[src/rtl/tsp_2opt_sched.sv]
// tsp_2opt_sched: sequencer for the 64-city 2-opt tour optimiser.
// It draws random 2-opt candidates (i,j) from a 16-bit LFSR and hands each one
// to the external delta evaluator. If the move is accepted, it reverses
// path[i+1..j] through the path-memory swap port, one swap per transfer.
//
// Ports:
//   clk, rst_n            clock (rising edge), synchronous active-low reset
//   start, stop           run control: start pulse, stop level
//   busy, done            run status
//   eval_*                candidate handshake to the delta evaluator
//   res_valid, res_delta  signed delta result from the evaluator
//   swap_*                swap handshake to the path memory
//   temp                  annealing temperature
//   iter_cnt, accept_cnt  completed iterations / accepted moves
//
// Optional feature: define TSP_ANNEAL_EN to also accept non-negative deltas
// that are within temp, when the LFSR top nibble is zero.
module tsp_2opt_sched #(
    parameter int unsigned N_CITIES  = 64,
    parameter int unsigned IDX_W     = 6,       // 2*IDX_W must not exceed 16
    parameter int unsigned DELTA_W   = 32,
    parameter int unsigned MAX_ITER  = 0,       // 0: run until stop
    parameter logic [15:0] LFSR_SEED = 16'hACE1
) (
    input  logic               clk,
    input  logic               rst_n,
    input  logic               start,
    input  logic               stop,
    output logic               busy,
    output logic               done,
    output logic               eval_valid,
    output logic [IDX_W-1:0]   eval_i,
    output logic [IDX_W-1:0]   eval_j,
    input  logic               eval_ready,
    input  logic               res_valid,
    input  logic [DELTA_W-1:0] res_delta,
    output logic               swap_valid,
    output logic [IDX_W-1:0]   swap_a,
    output logic [IDX_W-1:0]   swap_b,
    input  logic               swap_ready,
    input  logic [DELTA_W-1:0] temp,
    output logic [31:0]        iter_cnt,
    output logic [31:0]        accept_cnt
);

    // An all-zero seed would lock the LFSR.
    localparam logic [15:0]      SEED     = (LFSR_SEED == 16'h0000) ? 16'h0001 : LFSR_SEED;
    localparam logic [IDX_W-1:0] LAST_IDX = IDX_W'(N_CITIES - 1);

    typedef enum logic [2:0] {
        S_IDLE   = 3'd0,
        S_GEN    = 3'd1,
        S_ISSUE  = 3'd2,
        S_WAIT   = 3'd3,
        S_DECIDE = 3'd4,
        S_SWAP   = 3'd5,
        S_NEXT   = 3'd6,
        S_DONE   = 3'd7
    } state_t;

    state_t r_state;
    state_t w_state_nxt;

    logic [15:0]        r_lfsr;
    logic [IDX_W-1:0]   r_i;
    logic [IDX_W-1:0]   r_j;
    logic [IDX_W-1:0]   r_lo;
    logic [IDX_W-1:0]   r_hi;
    logic [DELTA_W-1:0] r_delta;
    logic               r_accepted;
    logic               r_busy;
    logic               r_done;
    logic               r_eval_valid;
    logic               r_swap_valid;
    logic [31:0]        r_iter_cnt;
    logic [31:0]        r_accept_cnt;

    logic [IDX_W-1:0]   w_a;
    logic [IDX_W-1:0]   w_b;
    logic [IDX_W-1:0]   w_ci;
    logic [IDX_W-1:0]   w_cj;
    logic [IDX_W-1:0]   w_lo_inc;
    logic [IDX_W-1:0]   w_hi_dec;
    logic               w_lfsr_fb;
    logic               w_cand_ok;
    logic               w_accept;
    logic               w_swap_fire;
    logic               w_swap_last;
    logic [31:0]        w_iter_inc;
    logic               w_limit_hit;

    logic               w_lfsr_step;
    logic               w_cand_load;
    logic               w_res_load;
    logic               w_decide;
    logic               w_cnt_clr;
    logic               w_iter_step;

    // Fibonacci LFSR, taps 16,14,13,11.
    assign w_lfsr_fb = r_lfsr[15] ^ r_lfsr[13] ^ r_lfsr[12] ^ r_lfsr[10];

    // Candidate pair taken from the current LFSR value.
    assign w_a  = r_lfsr[IDX_W-1:0];
    assign w_b  = r_lfsr[2*IDX_W-1:IDX_W];
    assign w_ci = (w_a < w_b) ? w_a : w_b;
    assign w_cj = (w_a < w_b) ? w_b : w_a;

    // Segments shorter than 2, or the whole-tour reversal, change nothing.
    assign w_cand_ok = (32'(w_cj) < N_CITIES)
                    && ((w_cj - w_ci) >= IDX_W'(2))
                    && !((w_ci == '0) && (w_cj == LAST_IDX));

    // Acceptance: strictly negative delta (sign bit), plus optional annealing.
`ifdef TSP_ANNEAL_EN
    assign w_accept = r_delta[DELTA_W-1]
                   || ((r_delta <= temp) && (r_lfsr[15:12] == 4'h0));
`else
    logic w_unused;
    assign w_unused = ^{temp, r_delta[DELTA_W-2:0]};
    assign w_accept = r_delta[DELTA_W-1];
`endif

    // Swap walker: the last transfer is the one that makes lo and hi meet or cross.
    assign w_swap_fire = r_swap_valid && swap_ready;
    assign w_lo_inc    = r_lo + IDX_W'(1);
    assign w_hi_dec    = r_hi - IDX_W'(1);
    assign w_swap_last = (w_lo_inc >= w_hi_dec);

    assign w_iter_inc  = r_iter_cnt + 32'd1;
    assign w_limit_hit = (MAX_ITER != 0) && (w_iter_inc == MAX_ITER);

    // State register.
    always_ff @(posedge clk) begin
        if (!rst_n) begin
            r_state <= S_IDLE;
        end else begin
            r_state <= w_state_nxt;
        end
    end

    // Next-state and datapath strobes.
    always_comb begin
        w_state_nxt = r_state;
        w_lfsr_step = 1'b0;
        w_cand_load = 1'b0;
        w_res_load  = 1'b0;
        w_decide    = 1'b0;
        w_cnt_clr   = 1'b0;
        w_iter_step = 1'b0;
        case (r_state)
            S_IDLE, S_DONE: begin
                if (start) begin
                    w_cnt_clr   = 1'b1;
                    w_state_nxt = S_GEN;
                end
            end
            S_GEN: begin
                w_lfsr_step = 1'b1;
                if (stop) begin
                    w_state_nxt = S_DONE;
                end else if (w_cand_ok) begin
                    w_cand_load = 1'b1;
                    w_state_nxt = S_ISSUE;
                end
            end
            S_ISSUE: begin
                if (eval_ready) begin
                    w_state_nxt = S_WAIT;
                end
            end
            S_WAIT: begin
                if (res_valid) begin
                    w_res_load  = 1'b1;
                    w_state_nxt = S_DECIDE;
                end
            end
            S_DECIDE: begin
                w_decide    = 1'b1;
                w_state_nxt = w_accept ? S_SWAP : S_NEXT;
            end
            S_SWAP: begin
                // stop is not honoured here, so a started reversal always completes.
                if (w_swap_fire && w_swap_last) begin
                    w_state_nxt = S_NEXT;
                end
            end
            S_NEXT: begin
                w_iter_step = 1'b1;
                w_state_nxt = (stop || w_limit_hit) ? S_DONE : S_GEN;
            end
            default: begin
                w_state_nxt = S_IDLE;
            end
        endcase
    end

    // Datapath and registered outputs.
    always_ff @(posedge clk) begin
        if (!rst_n) begin
            r_lfsr       <= SEED;
            r_i          <= '0;
            r_j          <= '0;
            r_lo         <= '0;
            r_hi         <= '0;
            r_delta      <= '0;
            r_accepted   <= 1'b0;
            r_busy       <= 1'b0;
            r_done       <= 1'b0;
            r_eval_valid <= 1'b0;
            r_swap_valid <= 1'b0;
            r_iter_cnt   <= '0;
            r_accept_cnt <= '0;
        end else begin
            if (w_lfsr_step) begin
                r_lfsr <= {r_lfsr[14:0], w_lfsr_fb};
            end
            if (w_cand_load) begin
                r_i <= w_ci;
                r_j <= w_cj;
            end
            if (w_res_load) begin
                r_delta <= res_delta;
            end
            if (w_decide) begin
                r_accepted <= w_accept;
            end
            if (w_decide && w_accept) begin
                r_lo <= r_i + IDX_W'(1);
                r_hi <= r_j;
            end else if (w_swap_fire) begin
                r_lo <= w_lo_inc;
                r_hi <= w_hi_dec;
            end
            if (w_cnt_clr) begin
                r_iter_cnt   <= '0;
                r_accept_cnt <= '0;
            end else if (w_iter_step) begin
                r_iter_cnt <= w_iter_inc;
                if (r_accepted) begin
                    r_accept_cnt <= r_accept_cnt + 32'd1;
                end
            end
            r_busy       <= (w_state_nxt != S_IDLE) && (w_state_nxt != S_DONE);
            r_done       <= (w_state_nxt == S_DONE);
            r_eval_valid <= (w_state_nxt == S_ISSUE);
            r_swap_valid <= (w_state_nxt == S_SWAP);
        end
    end

    assign busy       = r_busy;
    assign done       = r_done;
    assign eval_valid = r_eval_valid;
    assign eval_i     = r_i;
    assign eval_j     = r_j;
    assign swap_valid = r_swap_valid;
    assign swap_a     = r_lo;
    assign swap_b     = r_hi;
    assign iter_cnt   = r_iter_cnt;
    assign accept_cnt = r_accept_cnt;

endmodule

[config.mk]
export PLATFORM = sky130hd
export DESIGN_NAME = tsp_2opt_sched
export DESIGN_NICKNAME = d
export VERILOG_FILES = /design/src/rtl/tsp_2opt_sched.sv
export SDC_FILE = /design/constraint.sdc
export NUM_CORES = 1
export LEC_CHECK = 0
export BUFFER_PORTS_ARGS = -buffer_cell sky130_fd_sc_hd__buf_2
export CORE_MARGIN = 5
export CORE_UTILIZATION = 55
export DETAILED_ROUTE_END_ITERATION = 7
export GPL_ROUTABILITY_DRIVEN = 0
export PLACE_DENSITY = 0.83
export SLEW_MARGIN = 20
export SYNTH_ARGS = -nofsm -noshare
export SYNTH_HDL_FRONTEND = slang
export SYNTH_SLANG_ARGS = --single-unit
[constraint.sdc]
create_clock -name clk -period 9.5 [get_ports clk]
set_input_delay 1.425 -clock clk [delete_from_list [all_inputs] [get_ports clk]]
set_output_delay 1.425 -clock clk [all_outputs]
set_load 0.005 [all_outputs]
# Word level (Yosys, flattened, before mapping)
# Cells that the tools add are included.
word_totals:
  register_bits: 144
  in_bits: 71
  output_inout_bits: 92
  elab_cells: 78
op_classes:
  addsub: 6
  magnitude_cmp: 3
  n_eq_ne: 12
  muxes: 25
  bitwise: 4
  reduce_logical: 14
ops:
  columns: ["op", "count"]
  rows:
  - ["$add A32 B1 Y32 const B", 2]
  - ["$mux W6", 6]
  - ["$mux W3", 7]
  - ["$pmux W3 S7", 1]
  - ["$eq A3 B3 Y1 const B", 6]
  - ["$add A6 B1 Y6 const B", 2]
  - ["$mux W1", 10]
  - ["$eq A3 B2 Y1 const B", 3]
  - ["$eq A6 B6 Y1 const B", 1]
  - ["$ge A6 B2 Y1 const B", 1]
  - ["$ge A6 B6 Y1", 1]
  - ["$logic_and A1 B1 Y1", 6]
  - ["$logic_not A6 Y1", 1]
  - ["$lt A6 B6 Y1", 1]
  - ["$sub A6 B1 Y6 const B", 1]
  - ["$sub A6 B6 Y6", 1]
  - ["$reduce_or A2 Y1", 2]
  - ["$eq A3 B1 Y1 const B", 1]
  - ["$logic_not A3 Y1", 1]
  - ["$ne A3 B3 Y1 const B", 1]
  - ["$reduce_bool A3 Y1", 1]
  - ["$xor A1 B1 Y1", 3]
  - ["$mux W2", 1]
  - ["$reduce_and A2 Y1", 1]
  - ["3 further kinds", 3]

# Logic depth before layout (Yosys ltp)
logic_depth:
  depth_word: 11
  depth_mapped: 17
  ltp_nobuf: 15

# Worst setup path before layout
# Ideal clock, no wire load.
synth_path:
  path_type: "flip-flop to flip-flop"
  from: "register r_lfsr[10]"
  to: "register r_i[0], in the netlist eval_i[0]"
  setup_ps: 132
  arrival_ps: 3151
  slack_ps: 6217
  path_stages_with_launch: 18
  n_path_buf: 2
  period_less_slack_ps: 3283
  path_cell_list: "dfxtp_1 -> inv_1 -> ha_1 -> buf_2 -> and3_4 -> o211a_4 -> o21ai_2 -> o22a_1 -> ha_1 -> inv_1 -> o221ai_1 -> a221o_1 -> o2111ai_1 -> o211a_1 -> o21ai_2 -> nor2_1 -> buf_6 -> a311oi_2"
synth_via:
  elab_chain_cells: 9
synth_rtl:
  columns: ["element", "line", "source"]
  rows:
  - ["from (decl)", "64", "logic [15:0] r_lfsr;"]
  - ["from (signal assigned)", "215", "r_lfsr <= {r_lfsr[14:0], w_lfsr_fb};"]
  - ["parallel branches: the longest is 9 deep, another holds $lt A6 B6 Y1", null, null]
  - ["to (signal assigned)", "218", "r_i <= w_ci;"]
  - ["to (decl)", "65", "logic [IDX_W-1:0] r_i;"]
# Several ways; the timed one is not identified.
# A chain may end at the register's enable or synchronous reset.

# Final worst setup path
layout_path:
  from: "register r_lfsr[10]"
  to: "register r_j[1], in the netlist eval_j[1]"
layout_via:
  elab_chain_cells: 9
layout_rtl:
  columns: ["element", "line", "source"]
  rows:
  - ["parallel branches: the longest is 9 deep, another holds $lt A6 B6 Y1", null, null]
  - ["to (signal assigned)", "219", "r_j <= w_cj;"]
  - ["to (decl)", "66", "logic [IDX_W-1:0] r_j;"]
# Several ways; the timed one is not identified.

==> metrics.yaml <==
grt_antenna_before_repair: 0
cts_buffers: 17
clock_latency_ps: 520
worst_clock_skew_ps: 6.44
synth_simple_gate_area_share_pct: 24.3
die_w_um: 113
synth_edf_count: 0
routedWlPerCell_um: 15.8
grt_pass1_wl_um: 24100
vias: 5433
fmax_ghz: 0.226
nNetsFinal: 877
fin_ws_ps: 5080
grt_pass1_vias: 5091
cap_violations: 0
synth_cell_types: 69
multi_input_area_sq_um: 3370
antenna_cells: 0
syn-num-nets: 791
ctsResizeCount: 0
synth-seq-cells: 113
tightest_slew_ps: 786
synth_ff_type: "dfxtp_1"
die_h_um: 113
yosys.area.top_type: "dfxtp_1"
synth_top_family_by_area: "simple AND/OR/NAND/NOR gates"
hp-start: "r_accepted"
io_buffers: 99
area_growth_syn_to_layout_pct: 19.9
postSynthAreaPerCell_sq_um: 8.32
synthAdderAreaFrac_pct: 3.86
crit_type: "reg -> reg"
initial_core_util_pct: 56.6
rows: 37
critPathLaunchType: "flip-flop"
overflow: 0
hold_viol: 0
crit_path_start: "r_lfsr[10]"
critPathArrivalTime_ps: 4770
outcome: "complete, no violations"
min_path_type: "reg -> reg"
drt-pass1-iter-count: 5
cp_max_fo: 13
worstReg2RegEnd: "eval_j[1]"
hpwl_um: 10100
io_pins: 163
syn_inst: 702
cts_tree: "built"
grt_util_all_layers_pct: 22.9
viasPerCell: 5.80
required_ps: 9850
yosysTopAreaCellShare_pct: 38.7
die_area_sq_um: 12800
drtIter0Drc: 454
cts-root-buf: "clkbuf_8"
crit_end: "eval_j[1]"
postCtsSetupBuffers: 0
rsz0062_at_grt: "no"
p_leak_nw: 2.93
slew_violations: 0
ff2ff_setup_slack_ps: 5080
finalSetupTns_ps: 0
timing.rr.start: "r_lfsr[10]"
dp_worst_setup_slack_ps: 4960
htreeDepth: 4
grt_max_degree: 65
layout-drive-gt1-share_pct: 20.8
seqCellArea_sq_um: 2260
power.density_nw_per_um2: 266
finalCritPeriodShare_pct: 46.5
synthArstFlopShare_pct: 0
syn_area_sq_um: 5840
route.detailed.drc: 0
fin_crit_ps: 4420
ctsHoldBuffers: 0
end_kind: "flip-flop"
synth_area_leaders: "dfxtp_1 39%, nor2_1 6.2%, xor2_1 5.7%"
vdd_drop_max_mv: 0.212
synth-compound-area-share_pct: 17.6
max-slew-margin-rel_pct: 47.5
ys_warn_count: 0
n_fill_cell: 783
ff2ff_path_depth: 15
clk_path_buf_depth: 2
drt-total-wl_um: 14800
synth-seq-area-share_pct: 38.7
synthMuxAreaShare_pct: 0.857
setup_viol: 0
clkSinkCount: 113
synth-xor-area-share_pct: 10.8
core_sq_um: 10300
antenna_left: 0
clk_pin_slew_worst_paths_ps: 60
## area by class of cell
class | instances | area share, %
clock buffers | 18 | 6.11
clock inverters | 14 | 2.68
inverters | 21 | 1.13
multi-input cells | 534 | 48.1
flip-flops and latches | 113 | 32.3
well taps | 136 | 2.43
repair buffers | 101 | 7.29
## synth_stat cells, types with 4 or more instances
master	instances
nand4_1	14
nand3_1	26
and3_1	13
ha_1	18
inv_1	20
nor2b_1	5
o21ai_2	4
a211oi_2	8
clkbuf_1	27
nand2b_1	5
or3_1	19
o211ai_1	8
nand2_1	79
nor2_1	96
xnor2_1	34
o21ai_0	24
dfxtp_1	113
xor2_1	38
and4_1	5
mux2i_1	5
a21oi_1	57
nor3_1	8
a211oi_1	9
## where the power goes
part	switching (mW)	internal, mW
Combinational	0.380	0.222
Clock	0.222	0.431
Sequential	0.0773	0.529
## sequential cells by signal, indices dropped and copies added (netlist names)
register	cells
accept_cnt	32
busy	1
done	1
eval_i	6
eval_j	6
eval_valid	1
iter_cnt	32
r_accepted	1
r_delta	1
r_lfsr	16
r_state	3
swap_a	6
swap_b	6
swap_valid	1
## worst min path at each step
stage,cells after the start,slack [ps],end
6_report,2,470,r_accepted
3_3_place_gp,2,440,r_lfsr[14]
4_1_cts,2,470,r_lfsr[14]
5_1_grt,2,490,r_accepted
3_5_place_dp,2,460,r_lfsr[14]
2_1_floorplan,2,440,r_lfsr[14]
## stage by stage
step	power, mW	area [sq um]	hold slack, ps	std cells	utilization (%)
after floorplan	1.06	5840	437	702	-
after global placement	1.16	6380	440	905	61.8
after detailed placement	1.19	6380	463	905	61.8
after CTS	1.86	7000	471	937	67.8
after global routing	1.96	7010	487	937	67.9
final	1.86	7010	472	937	67.9
## kinds of logic (layout without fill, tap and decap cells)
family,after synthesis,count (layout)
AOI/OAI and AO/OA,146,146
xor gates and xnor gates,72,72
adders and majority gates,18,18
buffers and inverters,55,154
DFF,113,113
muxes,5,5
and+or+nand+nor,293,293
## layout by cell type (no fill, tap or decap), drive strengths merged, types with 8 or more instances in the layout
cell type,netlist,layout
nand4,15,15
xnor2,34,34
o21ai,28,28
buf,6,101
xor2,38,38
ha,18,18
and3,14,14
a21oi,58,58
inv,20,21
clkbuf,28,18
nor2,97,97
or3,19,19
nor3,8,8
a211oi,17,17
nand2,79,79
nand3,26,26
dfxtp,113,113
o211ai,9,9
## critical path, cell delays in order (launching register included)
cell	delay, ps
dfxtp_1	420
inv_1	160
ha_1	430
and3_4	240
o211ai_1	140
nand2_1	370
o22a_1	310
ha_1	180
inv_1	70
o221ai_1	180
a221o_1	360
o2111ai_1	190
o211a_1	280
o21ai_2	100
nor2_2	620
a311oi_2	210
## per-layer routing
layer / vias to the layer above / GRT usage [%] / routed length, um
met3: 48 / 6.58 / 1060
met5: - / 0 / 0
met2: 209 / 38.0 / 7080
met1: 2542 / 27.5 / 6220
met4: 0 / 10.3 / 460
li1: 2634 / - / -
Note: power is estimated with default switching activity, not from simulation.
